<file path="config.mk">
export PLATFORM = sky130hd
export DESIGN_NAME = serial_rx
export DESIGN_NICKNAME = d
export VERILOG_FILES = /design/src/rtl/serial_pkg.sv /design/src/rtl/serial_baud_tick.sv /design/src/rtl/serial_rx.sv
export SDC_FILE = /design/constraint.sdc
export NUM_CORES = 1
export LEC_CHECK = 0
export BUFFER_PORTS_ARGS = -buffer_cell sky130_fd_sc_hd__buf_2
export CELL_PAD_IN_SITES_DETAIL_PLACEMENT = 2
export CELL_PAD_IN_SITES_GLOBAL_PLACEMENT = 2
export CORE_ASPECT_RATIO = 0.7
export CORE_MARGIN = 3
export CORE_UTILIZATION = 32
export DETAILED_ROUTE_END_ITERATION = 7
export PLACE_DENSITY_LB_ADDON = 0.1
export REMOVE_ABC_BUFFERS = 1
export SLEW_MARGIN = 20
export SYNTH_ARGS = -nofsm -noshare
export SYNTH_HDL_FRONTEND = slang
export SYNTH_SLANG_ARGS = --single-unit
</file>
<file path="constraint.sdc">
create_clock -name clk -period 1.99 [get_ports clk]
set_input_delay 0.199 -clock clk [delete_from_list [all_inputs] [get_ports clk]]
set_output_delay 0.199 -clock clk [all_outputs]
set_load 0.05 [all_outputs]
</file>
<file path="src/rtl/serial_pkg.sv">
// serial_pkg: shared FSM states, default oversampling and tick divider for the serial blocks
package serial_pkg;
  typedef enum logic [2:0] {IDLE, START, DATA, STOP, WAIT_HIGH} state_e;
  localparam int OVERSAMPLE_DEF = 10;
  function automatic int calc_div(input int clk_hz, input int baud, input int os);
    return clk_hz / (baud * os);
  endfunction
endpackage

</file>
<file path="src/rtl/serial_baud_tick.sv">
// baud_tick_gen: DIV-clock sample tick generator, held at phase zero while clr_i is high
module baud_tick_gen #(
  parameter int DIV = 1
) (
  input  logic clk,
  input  logic rst,
  input  logic clr_i,
  output logic tick_o
);
  localparam int W = DIV > 1 ? $clog2(DIV) : 1;
  localparam logic [W-1:0] TOP = W'(DIV - 1);
  logic [W-1:0] cnt_q;
  always_ff @(posedge clk)
    if (rst || clr_i) cnt_q <= '0;
    else cnt_q <= cnt_q == TOP ? '0 : cnt_q + 1'b1;
  assign tick_o = !clr_i && cnt_q == TOP;
endmodule

</file>
<file path="src/rtl/serial_rx.sv">
// serial_rx: oversampling 8N1 UART receiver; define SERIAL_RX_MAJORITY_EN for 2-of-3 bit voting
module serial_rx
  import serial_pkg::*;
#(
  parameter int CLK_HZ     = 50000000,
  parameter int BAUD       = 1000000,
  parameter int OVERSAMPLE = OVERSAMPLE_DEF
) (
  input  logic       clk,
  input  logic       reset,
  input  logic       rx,
  output logic       rxReady,
  output logic [7:0] rxData,
  output logic       rxFrameErr,
  output logic       rxBusy,
  output logic [7:0] rxErrCount
);
  localparam int DIV = calc_div(CLK_HZ, BAUD, OVERSAMPLE);
  localparam int SW = $clog2(OVERSAMPLE);
  if (DIV < 1) begin : g_div_chk
    $error("serial_rx: CLK_HZ/(BAUD*OVERSAMPLE) must be >= 1");
  end
  if (OVERSAMPLE < 4 || OVERSAMPLE % 2 != 0) begin : g_os_chk
    $error("serial_rx: OVERSAMPLE must be even and >= 4");
  end
  state_e state_q, state_d;
  logic [1:0] sync_q;
  logic [SW-1:0] sc_q, sc_d;
  logic [2:0] bi_q, bi_d;
  logic [7:0] sh_q, sh_d, data_q, data_d, ecnt_q, ecnt_d;
  logic ready_q, ready_d, ferr_q, ferr_d, stop_hit;
  logic rxs, tick, bit_v;
  assign rxs = sync_q[1];
`ifdef SERIAL_RX_MAJORITY_EN
  localparam int LAG = 1;
  logic [1:0] hist_q;
  always_ff @(posedge clk)
    if (reset) hist_q <= 2'b11;
    else if (tick) hist_q <= {hist_q[0], rxs};
  assign bit_v = (hist_q[1] & hist_q[0]) | (rxs & (hist_q[1] | hist_q[0]));
`else
  localparam int LAG = 0;
  assign bit_v = rxs;
`endif
  // voting commits one tick late, so the start decision moves and every later centre follows
  localparam logic [SW-1:0] START_C = SW'(OVERSAMPLE / 2 - 1 + LAG);
  localparam logic [SW-1:0] BIT_C = SW'(OVERSAMPLE - 1);
  baud_tick_gen #(.DIV(DIV)) u_tick (
    .clk   (clk),
    .rst   (reset),
    .clr_i (state_q == IDLE),
    .tick_o(tick)
  );
  always_ff @(posedge clk)
    if (reset) begin
      sync_q  <= 2'b11;
      state_q <= IDLE;
      sc_q    <= '0;
      bi_q    <= '0;
      sh_q    <= '0;
      data_q  <= '0;
      ecnt_q  <= '0;
      ready_q <= 1'b0;
      ferr_q  <= 1'b0;
    end else begin
      sync_q  <= {sync_q[0], rx};
      state_q <= state_d;
      sc_q    <= sc_d;
      bi_q    <= bi_d;
      sh_q    <= sh_d;
      data_q  <= data_d;
      ecnt_q  <= ecnt_d;
      ready_q <= ready_d;
      ferr_q  <= ferr_d;
    end
  always_comb begin
    state_d = state_q;
    sc_d    = sc_q;
    bi_d    = bi_q;
    sh_d    = sh_q;
    case (state_q)
      IDLE: if (!rxs) begin
        state_d = START;
        sc_d    = '0;
      end
      START: if (tick) begin
        sc_d = sc_q + 1'b1;
        if (sc_q == START_C) begin
          state_d = bit_v ? IDLE : DATA;
          sc_d    = '0;
          bi_d    = '0;
        end
      end
      DATA: if (tick) begin
        sc_d = sc_q == BIT_C ? '0 : sc_q + 1'b1;
        if (sc_q == BIT_C) begin
          sh_d = {bit_v, sh_q[7:1]};
          bi_d = bi_q + 3'd1;
          state_d = bi_q == 3'd7 ? STOP : DATA;
        end
      end
      STOP: if (tick) begin
        sc_d = sc_q == BIT_C ? '0 : sc_q + 1'b1;
        if (sc_q == BIT_C) state_d = bit_v ? IDLE : WAIT_HIGH;
      end
      WAIT_HIGH: if (rxs) state_d = IDLE;
      default: state_d = IDLE;
    endcase
  end
  always_comb begin
    stop_hit = state_q == STOP && tick && sc_q == BIT_C;
    ready_d  = stop_hit && bit_v;
    ferr_d   = stop_hit && !bit_v;
    data_d   = ready_d ? sh_q : data_q;
    ecnt_d   = ferr_d && ecnt_q != 8'hFF ? ecnt_q + 8'd1 : ecnt_q;
    rxBusy   = state_q != IDLE;
  end
  assign rxReady    = ready_q;
  assign rxFrameErr = ferr_q;
  assign rxData     = data_q;
  assign rxErrCount = ecnt_q;
endmodule
</file>
After elaboration in Yosys (flattened, before gate mapping)
Cells that the tools add are included.

storage, ports and cells
  bits in registers = 41
  output and inout bits = 19
  word-level logic and storage cells = 74

operators by class
  add/subtract/negate cells = 4
  equal/unequal tests = 18
  multiplexer cells = 23
  reduce and logical (&&, ||, !) cells = 19

operators by type and width
  operator                                       count
  two-way mux 3 bit                              13
  two-way mux 4 bit                              5
  != test 2 bit, second input constant           8
  case mux 3 bit (5 select lines)                1
  case mux 4 bit (3 select lines)                1
  == test 3 bit, second input constant           3
  adder 8 x 1 -> 8 bit, second input constant    1
  != test 8 bit, second input constant           1
  AND reduction 8 bit                            1
  adder 3 x 1 -> 3 bit, second input constant    2
  == test 3 x 2 -> 1 bit, second input constant  2
  logical AND 1 bit                              6
  case mux 3 bit (2 select lines)                1
  nonzero test 3 bit                             2
  AND reduction 5 bit                            1
  adder 4 x 1 -> 4 bit, second input constant    1
  == test 4 x 3 -> 1 bit, second input constant  1
  == test 4 bit, second input constant           1
  AND reduction 4 bit                            1
  OR reduction 2 bit                             2
  == test 3 x 1 -> 1 bit, second input constant  1
  logical NOT 3 bit                              1
  AND reduction 3 bit                            1
  logical NOT 1 bit                              2
  5 further kinds                                5

Longest topological paths before layout
Gate-level depths: netlist of run 1.

  depth after elaboration = 7
  depth in mapped cells = 8
  gate-level depth less buffers = 6

Hierarchy
Synthesis of run 1 repeated with hierarchy kept, for this count alone.

unflattened totals
  cells, all modules = 201
  area total of the unflattened synthesis = 1866.8 um^2

by module, submodules not included
  module         instances  cells an instance  area an instance (um^2)  sequential area each (um^2)
  serial_rx      1          186                1724.2                   760.7
  baud_tick_gen  1          15                 142.6                    60.1

Worst setup path after synthesis of run 1
Ideal clock, no wire load.

  path type = register to register
  start = reg ecnt_q[2] (netlist: rxErrCount[2])
  end = reg ecnt_q[5] (netlist: rxErrCount[5])
  library setup time = 71 ps
  data arrival time = 1753 ps
  data required time = 1919 ps
  setup slack = 167 ps
  stages on the path, launching flop included = 5
  buffers on the path = 0
  period minus slack after synthesis = 1823 ps
  path through = dfxtp_1 nand4_1 or2_2 or4_1 a21oi_1

between the ends
  cells in the longest elaborated chain, start to end = 2
  elaborated cells between the ends (all ways) = 3
  those cells by class = 1 x add/sub; 1 x eq/ne; 1 x reduce/logical

ends and longest elaborated chain
  what                                                                          RTL line         text
  from (decl)                                                                   serial_rx.sv:30  logic [7:0] sh_q, sh_d, data_q, data_d, ecnt_q, ecnt_d;
  from (signal assigned)                                                        serial_rx.sv:72  ecnt_q <= ecnt_d;
  parallel branches: the longest is 2 deep, another holds adder 8 x 1 -> 8 bit  n/a

Several ways; the timed one is not identified.
A chain may end at the register's enable or synchronous reset.

Worst setup path in the final report of run 1
  start = reg sc_q[1]
  end = reg state_q[2]

between the ends
  cells in the longest elaborated chain, start to end = 3
  elaborated cells between the ends (all ways) = 6
  those cells by class = 5 x eq/ne; 1 x reduce/logical

ends and longest elaborated chain
  what                                                            RTL line                                            text
  from (decl)                                                     serial_rx.sv:28                                     logic [SW-1:0] sc_q, sc_d;
  from (signal assigned)                                          serial_rx.sv:58                                     sc_q <= '0;
  from (signal assigned)                                          serial_rx.sv:68                                     sc_q <= sc_d;
  == test 4 bit / == test 4 x 3 -> 1 bit (equally long branches)  serial_rx.sv:96, serial_rx.sv:104, serial_rx.sv:88
  != test 2 bit (no line)                                         n/a
  AND reduction 8 bit (no line) *                                 n/a
  to (signal assigned)                                            serial_rx.sv:67                                     state_q <= state_d;
  to (decl)                                                       serial_rx.sv:26                                     state_e state_q, state_d;

Mark *: on every way between the ends. The rest lies on a longest branch, timed or not.

==> results of run 1 <==
==> registers in the layout (all words and copies together), names as in the netlist, 2 cells and up <==
register      flops
sync_q            2
rxErrCount        8
sh_q              8
sc_q              4
bi_q              3
rxData            8
u_tick.cnt_q      3
state_q           3
==> synth_stat cells (3+ instances only) <==
| master | number |
|---|---|
| a21oi_1 | 11 |
| buf_2 | 4 |
| clkbuf_1 | 4 |
| dfxtp_1 | 41 |
| ha_1 | 8 |
| inv_1 | 9 |
| mux2i_1 | 20 |
| nand2_1 | 9 |
| nand3_1 | 8 |
| nand4_1 | 3 |
| nand4b_1 | 3 |
| nor2_1 | 25 |
| nor3_1 | 4 |
| o21ai_0 | 4 |
| o31ai_1 | 3 |
| or2_2 | 4 |
| or3_1 | 4 |
| or4_1 | 4 |
==> cell type report <==
cell class | count | area (µm²) | share of cell area
Inverter | 9 | 33.8 | 0.0146
Multi-Input combinational cell | 141 | 1020 | 0.440
Sequential cell | 41 | 821 | 0.354
Timing Repair Buffer | 36 | 218 | 0.0938
Clock inverter | 3 | 68.8 | 0.0296
Tap cell | 72 | 90.1 | 0.0388
Clock buffer | 5 | 68.8 | 0.0296
==> power breakdown <==
group | internal [mW] | leakage (nW) | total [mW] | switching (mW)
combinational | 0.0169 | 0.603 | 0.0497 | 0.0327
clock | 0.505 | 0.0687 | 0.815 | 0.310
sequential | 0.823 | 0.331 | 0.832 | 0.00900
==> placed cells by master (no fill, tap or decap), types with 4 or more instances in the layout <==
| cell | netlist | layout |
|---|---|---|
| a21oi_1 | 11 | 11 |
| nor3_1 | 4 | 4 |
| nand3_1 | 8 | 8 |
| buf_2 | 4 | 21 |
| nand2_1 | 9 | 9 |
| clkbuf_8 | 0 | 5 |
| or3_1 | 4 | 4 |
| dfxtp_1 | 41 | 41 |
| inv_1 | 9 | 9 |
| o21ai_0 | 4 | 4 |
| nor2_1 | 25 | 25 |
| buf_4 | 1 | 15 |
| ha_1 | 8 | 7 |
| mux2i_1 | 20 | 20 |
==> per-stage QoR <==
stage,std cells,area (µm²)
finish,307,2320
global route,307,2320
CTS,302,2250
detailed placement,294,2120
global placement,294,2120
floorplan,190,1840
==> metal layers <==
layer	wire length, µm	vias up	global-route usage	share of wire
li1	-	788	-	-
met1	2500	785	0.205	0.49
met2	2470	20	0.253	0.48
met3	152	2	0.0379	0.030
met4	18	0	0.0323	0.0035
met5	0	-	0	0
==> kinds of logic after synthesis <==
kind of cell,share of synthesized area
AOI/OAI and AO/OA,0.0989
buffers and inverters,0.0488
adders and majority gates,0.0528
muxes,0.111
xor gates and xnor gates,0.00462
DFF,0.433
and+or+nand+nor,0.251
==> path summary, 6_finish.rpt <==
kind                                            from                 endpoint  slack [ps]  cells after the start
worst min register to register  sync_q[0]$_SDFF_PP1_     sync_q[1]$_SDFF_PP1_         420                      1
worst min-delay path                              rx     sync_q[0]$_SDFF_PP1_          80                      2
worst max-delay path            sc_q[1]$_SDFFE_PP0P_  state_q[2]$_SDFFE_PP0P_          30                      7
worst max register to register  sc_q[1]$_SDFFE_PP0P_  state_q[2]$_SDFFE_PP0P_          30                      7
==> what timing repair did <==
| action | in CTS | in global routing |
|---|---|---|
| pin swaps | 0 | 1 |
| cloned | 0 | 1 |
| buffers inserted | 0 | 4 |
| setup endpoints to repair | 1 | 6 |
| resized for setup | 1 | 6 |
==> worst max-delay path, delay by kind of cell (launching register included) <==
family / cells / cell delay [ps]
AO/OA/AOI/OAI: 2 / 630
AND/OR/NAND/NOR: 2 / 410
flip-flops: 1 / 380
buffers and inverters: 2 / 240
adder cells (fa/ha/maj): 1 / 190
==> summary.md, run 1 <==
| Metric | Value |
|---|---|
| 1st-iter DRT viols | 54 |
| Synth Cell Area | 1900 µm² |
| Yosys reg bits | 41 |
| Syn_area_per_cell | 9.44 µm² |
| Power density over cell area | 731 nW/µm² |
| Min Tclk post-route | 1960 ps |
| Worst min-delay path class | input pin to flip-flop |
| Dominant cell type by area after synthesis | dfxtp_1 |
| Root buf cell | clkbuf_8 |
| WHS | 79.2 ps |
| Total CTS buffers | 5 |
| Final Cycle Share | 0.983 |
| Die height | 70.4 µm |
| Worst Max-Slew Pin Slew | 618 ps |
| Fin util | 0.424 |
| Wirelength, routed | 5140 µm |
| FMAX | 511 MHz |
| Number of global-route vias before repair | 1677 |
| Power Total | 1.70 mW |
| Skew final | 9.52 ps |
| Crit-path max cell delay | 430 ps |
| Top post-synthesis cells by area | dfxtp_1 43%, mux2i_1 11%, ha_1 5.3%, nor2_1 4.9%, a21oi_1 2.9% |
| Initial antenna violation count | 0 |
| Cells after Synth | 201 |
| Die X-Extent | 98.0 µm |
| Final hold vios | 0 |
| Slew margin rel. | 0.587 |
| Fraction of layout cells with a size suffix above 1 | 0.264 |
| Max-cap viol count | 0 |
| Critical path's slowest cell | o32ai_1 |
| Largest net degree at the start of global routing | 26 |
| Total grt overflow | 0 |
| Outcome | complete, no violations |
| LEAKAGE | 1.00 nW |
| Post-route ant nets | 0 |
| Io pins | 22 |
| Post-synth EDFFs | 0 |
| Top-area cell type share of the netlist area | 0.433 |
| Maximum vdd ir drop | 244 µV |
| CTS tree | done |
| Initial core utilization | 0.346 |
| Post-CTS Hold Fix Bufs | 0 |
| Yosys warns | 0 |
| CP Launch Type | flip-flop |
| Total GRT Usage | 0.154 |
| Vias | 1595 |
| Layout area overhead | 22.4% |
| Setup violators final | 0 |
| Routed length per instance | 16.7 µm |
| Synth Flop Type | dfxtp_1 |
| Die Area | 6900 µm² |
| Arr. time, crit path | 2150 ps |
| Row count | 22 |
| Crit end category | flip-flop |
| Register area share after synthesis | 0.433 |
| Vias per std cell | 5.20 |
| Clock Pin Slew Worst Setup and Hold Paths | 90 ps |
| Crit path kind | flip-flop to flip-flop |
| Fillers | 596 |
| Max Slew Vio Count | 0 |
| Clock sink count | 41 |
| Fin Setup TNS | 0 ps |
| Worst-path cell chain | inv_1, ha_2, and4b_2, buf_4, o32ai_1, nor2_1, a31o_1 |
| Nets | 245 |
| Dpl ws | 30.9 ps |
| Clk Latency, worst-skew pair | 290 ps |
| Core area | 5480 µm² |
| Max FO, Critical Path | 6 |
| Final worst slack | 34.0 ps |
| Port bufs | 21 |
| Final GP Congestion | 0.774 |
| CP Data Required Time | 2190 ps |
| CTS Buffer Depth | 2 |
| # diodes | 0 |
| FFs w/ async S/R, synth | 0 |
| H-tree depth | 2 |
| First-pass DRT Iterations | 4 |
| Post-DP HPWL | 3610 µm |
| First-pass GRT wire length | 8600 µm |
| DRC viols | 0 |
| Synth cell types | 45 |
No activity file was read; power rests on OpenSTA's default activity.
==> run 2: changes to the inputs <==
Settings changed: CORE_ASPECT_RATIO 0.7 to 0.9.
==> run 2 against run 1 <==
Net effect: total power down 15%; design area down 3.7%; clock skew about the same; first-iteration DRC count up 35%; maximum frequency up 1.6%; clock-buffer cell count unchanged; highest routed layer unchanged; register-to-register slack better by 30 ps; sequential power about the same; hold slack better by 2.2 ps.
==> summary.md, run 2 (same netlist as run 1, synthesis figures left out) <==
| Metric | Value |
|---|---|
| Max FO, Critical Path | 7 |
| Core area | 5470 µm² |
| Total GRT Usage | 0.152 |
| 1st-iter DRT viols | 73 |
| CP Data Required Time | 2190 ps |
| FMAX | 520 MHz |
| Fraction of layout cells with a size suffix above 1 | 0.250 |
| Die X-Extent | 87.2 µm |
| Io pins | 22 |
| Clock sink count | 41 |
| Crit end category | flip-flop |
| Die height | 79.0 µm |
| LEAKAGE | 0.948 nW |
| Clk pwr share | 0.391 |
| Non-filler cells, final | 299 |
| Final worst slack | 65.3 ps |
| Largest net degree at the start of global routing | 35 |
| Dpl ws | 13.9 ps |
| Wirelength, routed | 4870 µm |
| Vias | 1576 |
| Comb pwr share | 0.035 |
| Worst Max-Slew Pin Slew | 672 ps |
| Row count | 25 |
| Post-CTS Hold Fix Bufs | 0 |
| Unrepaired setup endpoints after global routing | yes |
| Layout area overhead | 17.8% |
| Nets | 242 |
| H-tree depth | 2 |
| CTS Buffer Depth | 2 |
| Total grt overflow | 0 |
| Switching Power | 0.356 mW |
| Initial antenna violation count | 0 |
| Die Area | 6890 µm² |
| Maximum vdd ir drop | 350 µV |
| Arr. time, crit path | 2120 ps |
| Min Tclk post-route | 1920 ps |
| Outcome | complete, no violations |
| Clock Pin Slew Worst Setup and Hold Paths | 90 ps |
| R2r setup slk | 70 ps |
| Clk Latency, worst-skew pair | 300 ps |
| First-pass GRT wire length | 8400 µm |
| Worst min-delay path class | input pin to flip-flop |
| Vias per std cell | 5.27 |
| Most frequent cells in the layout | 40 x dfxtp_1, 25 x nor2_1, 21 x buf_2, 20 x mux2i_1, 13 x buf_4 |
| Max-cap viol count | 0 |
| Final GP Congestion | 0.826 |
| # diodes | 0 |
| Post-route ant nets | 0 |
| Root buf cell | clkbuf_8 |
| Net Sw Frac | 0.246 |
| Total CTS buffers | 5 |
| Crit path kind | flip-flop to flip-flop |
| Initial core utilization | 0.347 |
| Routed length per instance | 16.3 µm |
| CP Launch Type | flip-flop |
| Final Cycle Share | 0.967 |
| Post-Place Cells | 287 |
| DRC viols | 0 |
| WHS | 81.4 ps |
| Slew margin rel. | 0.552 |
| Internal power | 1.09 mW |
| Commonest non-fill, non-tap cell in the layout | dfxtp_1 |
| Max Slew Vio Count | 0 |
| Final hold vios | 0 |
| Reg power frac | 0.574 |
| Number of global-route vias before repair | 1687 |
| First-pass DRT Iterations | 4 |
| Port bufs | 21 |
| Setup violators final | 0 |
| Post-DP HPWL | 3390 µm |
| Skew final | 9.67 ps |
| Power density over cell area | 646 nW/µm² |
| CTS tree | done |
[run 2: changes by cell type in the layout (fill, tap and decap cells not counted), sizes merged]
cell	delta
clkinv	+3
buf	-2
bufinv	-2
inv	-1
nand4b	-1
[run 2: power by group through the flow]
stage               logic, mW  registers (mW)  clock network (mW)
finish                 0.0499           0.830               0.565
global route           0.0563           0.831               0.627
CTS                    0.0504           0.830               0.589
detailed placement     0.0500           0.849                   0
global placement       0.0471           0.849                   0
floorplan              0.0234           0.848                   0
[run 2: what timing repair did]
action / CTS / global route
endpoints found under the setup margin: 3 / 8
gates resized for setup: 1 / 4
buffers inserted: 0 / 4
[run 2: final cells by class]
cell class              instances  area, µm²
multi-input cells             140       1000
clock inverters                 3       22.5
repair buffers                 34        203
well taps                      67       83.8
clock buffers                   5       68.8
flip-flops and latches         41        822
inverters                       9       33.8
fillers                       614       3240
[run 2: worst paths after layout]
path                        start                          to  cells after the start
min reg2reg  sync_q[0]$_SDFF_PP1_        sync_q[1]$_SDFF_PP1_                      1
max          sc_q[1]$_SDFFE_PP0P_  rxErrCount[4]$_SDFFE_PP0P_                      7
max reg2reg  sc_q[1]$_SDFFE_PP0P_  rxErrCount[4]$_SDFFE_PP0P_                      7
min                            rx        sync_q[0]$_SDFF_PP1_                      2
[run 2: stage by stage]
step | setup TNS (ps) | instance area [µm²] | power [mW] | util
global placement | 0 | 2090 | 0.896 | 0.383
floorplan | 0 | 1840 | 0.872 | -
CTS | 0 | 2190 | 1.47 | 0.400
finish | 0 | 2230 | 1.44 | 0.408
detailed placement | 0 | 2090 | 0.899 | 0.383
global route | -108 | 2230 | 1.51 | 0.408
[run 2: per-layer routing]
| layer | vias to the layer above | track usage | wire [µm] |
|---|---|---|---|
| li1 | 774 | - | - |
| met1 | 779 | 0.200 | 2460 |
| met2 | 19 | 0.253 | 2240 |
| met3 | 4 | 0.0353 | 122 |
| met4 | 0 | 0.0368 | 36 |
| met5 | - | 0 | 0 |
[run 2: worst max-delay path, stage by stage, from the launching register on]
cell	delay (ps)
dfxtp_1	350
inv_1	90
ha_1	190
and4b_2	330
nand4b_4	170
buf_4	190
or2_2	280
a211oi_1	250
